`src/rtl/uart_pkg.sv`:
```
// Shared UART definitions: default line timing, bit-period derivation and
// the receiver/transmitter FSM state encoding.
package uart_pkg;

    localparam int DEF_CLK_FREQ = 100_000_000;
    localparam int DEF_BAUD     = 9600;

    typedef enum logic [2:0] {
        ST_IDLE    = 3'd0,
        ST_START   = 3'd1,
        ST_DATA    = 3'd2,
        ST_STOP    = 3'd3,
        ST_WAIT_HI = 3'd4
    } uart_state_t;

    // Clock cycles per bit period (integer division).
    function automatic int bit_cyc(input int clk_freq, input int baud);
        return clk_freq / baud;
    endfunction

    // Clock cycles from start-bit edge to start-bit midpoint.
    function automatic int half_cyc(input int clk_freq, input int baud);
        return bit_cyc(clk_freq, baud) / 2;
    endfunction

endpackage

```
`src/rtl/bit_sync.sv`:
```
// Two-flop synchronizer for a single asynchronous input with a
// configurable reset value.
module bit_sync #(
    parameter logic RST_VAL = 1'b1
) (
    input  logic clk,
    input  logic rst,
    input  logic d,
    output logic q
);

    logic meta;

    // Shift the asynchronous input through two flops to settle metastability.
    always_ff @(posedge clk) begin
        if (rst) begin
            meta <= RST_VAL;
            q    <= RST_VAL;
        end else begin
            meta <= d;
            q    <= meta;
        end
    end

endmodule

```
`src/rtl/uart_rx.sv`:
```
// 8N1 UART receiver: start-bit qualification at mid-bit, LSB-first data
// sampling, stop-bit check and a single-entry output register with
// valid/ready handshake, framing-error and overrun pulses.
module uart_rx
    import uart_pkg::*;
#(
    parameter int CLK_FREQ = DEF_CLK_FREQ,
    parameter int BAUD     = DEF_BAUD
) (
    input  logic       clk,
    input  logic       rst,
    input  logic       rxd,
    output logic [7:0] d_rx,
    output logic       vld_rx,
    input  logic       rdy_rx,
    output logic       frm_err,
    output logic       ovr_err
);

    localparam int BIT_CYC = bit_cyc(CLK_FREQ, BAUD);
    localparam int HALF    = half_cyc(CLK_FREQ, BAUD);
    localparam int CW      = $clog2(BIT_CYC) + 1;

    localparam logic [CW-1:0] BIT_LAST  = CW'(BIT_CYC - 1);
    localparam logic [CW-1:0] HALF_LAST = CW'(HALF - 1);

    logic          rxs;
    uart_state_t   state;
    logic [CW-1:0] cnt;
    logic [2:0]    bit_cnt;
    logic [7:0]    shreg;

    // Idle line is high, so a low rxd held through reset only starts a
    // frame once the synchronizer has propagated it after release.
    bit_sync #(
        .RST_VAL (1'b1)
    ) u_sync (
        .clk (clk),
        .rst (rst),
        .d   (rxd),
        .q   (rxs)
    );

    // Receive FSM, baud/bit counters, shift register and output register.
    always_ff @(posedge clk) begin
        if (rst) begin
            state   <= ST_IDLE;
            cnt     <= '0;
            bit_cnt <= '0;
            shreg   <= '0;
            d_rx    <= '0;
            vld_rx  <= 1'b0;
            frm_err <= 1'b0;
            ovr_err <= 1'b0;
        end else begin
            // NOTE: non-blocking assignments throughout, so later lines in
            // this block may override earlier defaults (pulse clear, vld_rx
            // drop) without any ordering hazard against other flops.
            frm_err <= 1'b0;
            ovr_err <= 1'b0;

            // A transfer empties the output register unless a delivery
            // below reloads it in the same cycle.
            if (vld_rx && rdy_rx) begin
                vld_rx <= 1'b0;
            end

            case (state)
                ST_IDLE: begin
                    cnt <= '0;
                    if (!rxs) begin
                        state <= ST_START;
                    end
                end

                ST_START: begin
                    if (cnt == HALF_LAST) begin
                        cnt <= '0;
                        if (!rxs) begin
                            state   <= ST_DATA;
                            bit_cnt <= '0;
                        end else begin
                            state <= ST_IDLE;
                        end
                    end else begin
                        cnt <= cnt + CW'(1);
                    end
                end

                ST_DATA: begin
                    if (cnt == BIT_LAST) begin
                        cnt     <= '0;
                        shreg   <= {rxs, shreg[7:1]};
                        bit_cnt <= bit_cnt + 3'd1;
                        if (bit_cnt == 3'd7) begin
                            state <= ST_STOP;
                        end
                    end else begin
                        cnt <= cnt + CW'(1);
                    end
                end

                ST_STOP: begin
                    if (cnt == BIT_LAST) begin
                        cnt <= '0;
                        if (rxs) begin
                            if (!vld_rx || rdy_rx) begin
                                d_rx   <= shreg;
                                vld_rx <= 1'b1;
                            end else begin
                                ovr_err <= 1'b1;
                            end
                            state <= ST_IDLE;
                        end else begin
                            frm_err <= 1'b1;
                            state   <= ST_WAIT_HI;
                        end
                    end else begin
                        cnt <= cnt + CW'(1);
                    end
                end

                ST_WAIT_HI: begin
                    cnt <= '0;
                    if (rxs) begin
                        state <= ST_IDLE;
                    end
                end

                default: begin
                    state <= ST_IDLE;
                end
            endcase
        end
    end

endmodule

```
`config.mk`:
```
export PLATFORM = sky130hd
export DESIGN_NAME = uart_rx
export DESIGN_NICKNAME = d
export VERILOG_FILES = /design/src/rtl/uart_pkg.sv /design/src/rtl/bit_sync.sv /design/src/rtl/uart_rx.sv
export SDC_FILE = /design/constraint.sdc
export NUM_CORES = 1
export LEC_CHECK = 0
export BUFFER_PORTS_ARGS = -buffer_cell sky130_fd_sc_hd__buf_2
export CORE_ASPECT_RATIO = 1.75
export CORE_MARGIN = 5
export CORE_UTILIZATION = 53
export DETAILED_ROUTE_END_ITERATION = 8
export PLACE_DENSITY = 0.77
export SETUP_SLACK_MARGIN = 0.5
export SLEW_MARGIN = 20
export SYNTH_ARGS = -nofsm -noshare
export SYNTH_HDL_FRONTEND = slang
export SYNTH_SLANG_ARGS = --single-unit
```
`constraint.sdc`:
```
create_clock -name clk -period 1.55 [get_ports clk]
set_input_delay 0 -clock clk [delete_from_list [all_inputs] [get_ports clk]]
set_output_delay 0 -clock clk [all_outputs]
set_load 0.05 [all_outputs]
```
After elaboration in Yosys (flattened, before gate mapping)
Cells that the tools add are included.
- input port bits: 4
- ROM bits: 0
- latch bits: 0
- output and inout port bits: 11
- logic and storage cells: 66
- memories kept: 0
- bits in writable memories: 0
- register bits after elaboration: 42
- bitwise operators: 3
- divide/modulo/power cells: 0
- shifts and indexed selects: 0
- $lt $le $gt $ge: 0
- $mul: 0
- equality and inequality tests: 14
- muxes and demuxes: 23
- add/subtract/negate cells: 2
- reductions and logical operators: 14
- operator list (operator ; count):
    $pmux 15 s3 ; 1
    $mux 15 ; 2
    $mux 3 ; 10
    $add 15x1->15 const B ; 1
    $eq 15x13->1 const B ; 1
    $eq 15x14->1 const B ; 1
    $pmux 3 s5 ; 1
    $ne 2x2->1 const B ; 6
    $reduce_and 4->1 ; 2
    $mux 1 ; 7
    $eq 3x2->1 const B ; 2
    $eq 3x3->1 const B ; 2
    $pmux 3 s2 ; 1
    $reduce_and 6->1 ; 1
    $reduce_or 2->1 ; 2
    $reduce_or 4->1 ; 1
    $add 3x1->3 const B ; 1
    $eq 3x1->1 const B ; 1
    $logic_not 3->1 ; 1
    $not 1->1 ; 3
    $reduce_bool 3->1 ; 1
    $reduce_or 3->1 ; 1
    $mux 2 ; 1
    $ne 2x1->1 const B ; 1
    other kinds (5) ; 5

Depth between registers and ports, before layout
- depth after elaboration: 6
- gate-level depth with buffers: 7
- gate-level depth less buffers: 6

Cells and area by module
From an unflattened synthesis, not the netlist that was laid out.
- cell total of the unflattened synthesis: 228
- area total of the unflattened synthesis: 2080.7 µm²
- modules (own cells, without submodules) (module ; times used ; cells each ; area each (µm²)):
    uart_rx ; 1 ; 224 ; 2028.2
    bit_sync ; 1 ; 4 ; 52.6

Worst setup path after synthesis
Ideal clock, no wire load.
- path type: register to register
- from: reg cnt[0]
- to: reg cnt[0]
- clock period less this slack: 1.661 ns
- required time: 1.435 ns
- stages on the path, launching flop included: 7
- setup slack: -0.111 ns
- arrival time: 1.546 ns
- path through: dfxtp_1 -> ha_1 -> and4_1 -> nand4_1 -> o211ai_1 -> buf_4 -> nor2_1
- word-level cells in the longest chain between the ends: 3
- elaborated cells on any way between the ends: 6
- classes of those cells: 1 x add/sub; 2 x eq/ne; 3 x mux
- RTL lines (element ; RTL line ; RTL):
    start, declared ; uart_rx.sv:29 ; logic [CW-1:0] cnt;
    start signal, assigned ; uart_rx.sv:86 ; cnt <= cnt + CW'(1);
    start signal, assigned ; uart_rx.sv:99 ; cnt <= cnt + CW'(1);
    start signal, assigned ; uart_rx.sv:119 ; cnt <= cnt + CW'(1);
    $add 15x1->15, or another cell as far along ; uart_rx.sv:86, uart_rx.sv:99, uart_rx.sv:119 ;
    $mux 15, on equally long branches ; uart_rx.sv:91, uart_rx.sv:104, uart_rx.sv:77 ;
    $pmux 15 s3 (*) ; uart_rx.sv:68 ; case (state)
Mark *: on every way between the ends. The rest lies on a longest branch, timed or not.
A chain may end at the register's enable or synchronous reset.

Worst setup path after layout
- from: reg cnt[1]
- to: reg cnt[11]
The elaborated chain is that of the path after synthesis.

==> summary.txt <==
Synth
  – Post-synthesis sequential element count: 42
  – Register area share after synthesis: 42.4%
  – Post-synth cell types: 44
  – Yosys Warn Count: 0
  – Fraction of registers with async set or reset after synthesis: 0%
  – Main area contributors after synthesis: dfxtp_1, a21oi_1, o21ai_0
  – Ys flop type: dfxtp_1
  – Post-synth top area cell: dfxtp_1
  – Gate Count Post-Synth: 228
  – EDFF count, synth: 0
  – Synthesized area per cell: 8.70 sq um
  – Mapped Area: 1980 sq um
  – Mapped Nets: 235
  – Top cell type's share of synthesized area: 42.4%

Clock network
  – Clock latency on the worst-skew pair: 0.30 ns
  – CTS Root Cell: clkbuf_8
  – Reg clk slew, reported paths: 0.09 ns
  – CTS tree: done
  – Sink Count: 42
  – Clock buffer count from CTS: 5
  – Clock buffer depth: 2
  – H-Tree Depth: 2

Drt
  – Final ANT Viol Nets: 0
  – Via/cell ratio: 5.81
  – DRT Pass-1 Iters: 4
  – Starting DRT DRC Count: 57
  – DRC violation count after routing: 0
  – Via count: 1,953
  – Final WL: 5680 um
  – Routed len/inst: 16.9 um

Critical path
  – Largest fanout on the critical path: 8
  – Critical R2R Launch: cnt[1]$_SDFFE_PP0P_
  – Nature of the critical path startpoint: flop
  – FF-to-FF path depth: 9
  – Critical Path End Type: flop
  – Worst EP arrival: 1.89 ns
  – Crit path kind: flop to flop
  – Required @ worst endpoint: 1.74 ns
  – Crit path from: cnt[1]$_SDFFE_PP0P_

STA
  – Max Freq: 587 MHz
  – Setup violators final: 35
  – Post-Route Skew: 0.00683 ns
  – Hold Vio Cnt, Final: 0
  – Max-slew violation count: 0
  – RSZ-0062 raised after global routing: yes
  – Worst slew pin tran: 0.381 ns
  – Final min period: 1.70 ns
  – Crit share post-route: 110%
  – Worst hold slack: 0.0650 ns
  – Setup WS post-layout: -0.153 ns
  – Slew HR: 74.4%

Place
  – Post-DP HPWL: 3360 um
  – Port-buffer cells: 14
  – Placed cells: 317
  – Gp weighted congestion: 0.846

Layout
  – Multi-input combinational cell area: 1290 sq um
  – Fin cells: 336
  – Area Overhead vs Synth: 47.4%
  – Register area: 850 sq um
  – Fin nets: 296
  – Layout cells sized above 1: 48.6%
  – Fillers: 228
  – Diode count: 0

Power
  – Int Pwr: 1.45 mW
  – P_leak: 1.06 nW
  – Clk pwr share: 38.3%
  – Gate power share: 5.4%
  – Net switching power: 480 uW
  – PD cells: 660 nW/um^2
  – Worst IR drop on VDD: 0.618 mV
  – Sw Share: 24.9%
  – Sequential Power Share: 56.4%

Global routing
  – First-pass GRT wire length: 8620 um
  – Largest net degree at the start of global routing: 22
  – Total congestion overflow: 0
  – GRT Util Overall: 21.0%
  – Vias in the first global route: 1,906
  – Initial antenna violation count: 0

Floorplan
  – Die Y: 90.9 um
  – Chip Width: 56.3 um
  – # rows: 29
  – Initial core utilization: 54.7%
  – Die area: 5120 sq um
  – Num ports: 15
  – Core area: 3630 sq um

Run status
  – Failing checks: setup timing
  – Status: finished with violations

Hold path
  – Worst min-delay path class: input port to flop
  – Hold Startpoint: rst
  – Hold path depth: 2

Job
  – Number of max-cap violations: 0
==> worst max-delay path, cell delays in order, from the launching register on <==
cell,delay [ns]
dfxtp_2,0.36
ha_4,0.16
buf_6,0.09
and4_1,0.16
nand4_1,0.09
buf_4,0.17
o211ai_1,0.20
buf_4,0.19
buf_12,0.14
a21oi_1,0.05
==> power by group through the flow <==
| stage | Combinational (mW) | Sequential (mW) | Clock (mW) |
|---|---|---|---|
| after floorplan | 0.0535 | 1.11 | 0 |
| after global placement | 0.0748 | 1.11 | 0 |
| after detailed placement | 0.0762 | 1.11 | 0 |
| after CTS | 0.0885 | 1.09 | 0.756 |
| after global routing | 0.112 | 1.09 | 0.797 |
| final | 0.104 | 1.09 | 0.739 |
==> state kept, by name, indices dropped and copies added (netlist names) <==
| register | count |
|---|---|
| cnt | 15 |
| d_rx | 8 |
| shreg | 8 |
| bit_cnt | 3 |
| state | 3 |
| frm_err | 1 |
| ovr_err | 1 |
| u_sync.meta | 1 |
| u_sync.q | 1 |
| vld_rx | 1 |
==> final cells by class <==
cell class / instances / share of cell area, %
multi-input cells: 165 / 44.1
well taps: 46 / 1.97
inverters: 4 / 0.513
clock buffers: 5 / 2.35
clock inverters: 3 / 0.855
repair buffers: 71 / 21.2
flip-flops and latches: 42 / 29.0
==> repair_timing <==
item | 4_1_cts | 5_1_grt
buffers inserted | 4 | 3
gates cloned | 2 | 1
gates resized for setup | 49 | 32
hold endpoints to repair | 1 | 0
pin swaps | 27 | 11
hold buffers | 1 | 0
endpoints found under the setup margin | 40 | 40
==> layer usage <==
layer / track usage, % / wire length, um
met1: 21.1 / 2070
met3: 3.83 / 187
met4: 10.9 / 210
met5: 0 / 0
met2: 39.8 / 3210
==> placed cells by master (no fill, tap or decap), types with 3 or more instances in the layout <==
cell / Yosys / final
a21oi_1: 21 / 16
a21oi_2: 0 / 5
buf_12: 0 / 3
buf_2: 2 / 14
buf_4: 2 / 41
buf_6: 1 / 9
clkbuf_8: 0 / 5
dfxtp_1: 42 / 35
dfxtp_2: 0 / 7
inv_1: 4 / 4
nand2_1: 12 / 12
nand2b_1: 8 / 8
nand3_2: 1 / 3
nand4_1: 11 / 11
nand4b_1: 8 / 8
nor2_1: 17 / 11
nor2_2: 0 / 4
nor2b_1: 3 / 3
nor3_1: 6 / 3
nor3_2: 0 / 3
o21ai_0: 21 / 5
o21ai_2: 0 / 15
or2_2: 5 / 4
or3_1: 4 / 4
xnor2_1: 6 / 6
xor2_1: 4 / 4
==> metrics by stage <==
stage	instance area, sq um	util [%]	total power, mW	setup WS (ns)	TNS (ns)
4_1_cts	2770	76.2	1.93	-0.111	-0.987
3_5_place_dp	2440	67.2	1.19	-0.127	-1.04
6_report	2930	80.6	1.93	-0.153	-2.64
2_1_floorplan	2060	-	1.17	-0.0544	-0.253
3_3_place_gp	2440	67.2	1.19	-0.0642	-0.677
5_1_grt	2930	80.6	2.00	-0.242	-5.52
==> final timing paths <==
path / to / slack, ns
setup / recovery: cnt[11]$_SDFFE_PP0P_ / -0.15
hold / removal: frm_err$_SDFF_PP0_ / 0.06
setup reg to reg: cnt[11]$_SDFFE_PP0P_ / -0.15
hold reg to reg: u_sync.q$_SDFF_PP1_ / 0.42
==> kinds of logic (layout without fill, tap and decap cells) <==
logic type	after synthesis	after routing	share of synthesized area (%)
fa+ha+maj	3	3	1.89
compound gates	54	54	15.8
mux	3	3	1.64
xor+xnor	10	10	4.41
buf+inv	21	83	4.92
simple gates	95	95	28.9
flops	42	42	42.4
==> synth_stat cells (2+ instances only) <==
library cell and number:
xor2_1 4, buf_4 2, or4_4 2, or2_2 5
o211ai_1 2, a21oi_1 21, nand4_1 11, and4_1 2
inv_1 4, or3_1 4, nor4_1 2, xnor2_1 6
nand2_1 12, o21ai_0 21, nand3_1 3, nor3_1 6
o32ai_1 3, and2_1 2, nor4b_1 2, nor4bb_1 2
nand4b_1 8, nor2b_1 3, clkbuf_1 11, buf_2 2
o22ai_1 2, nand2b_1 8, nor2_1 17, dfxtp_1 42
ha_1 3, mux2_2 2
Power figures use the tool's default switching activity.
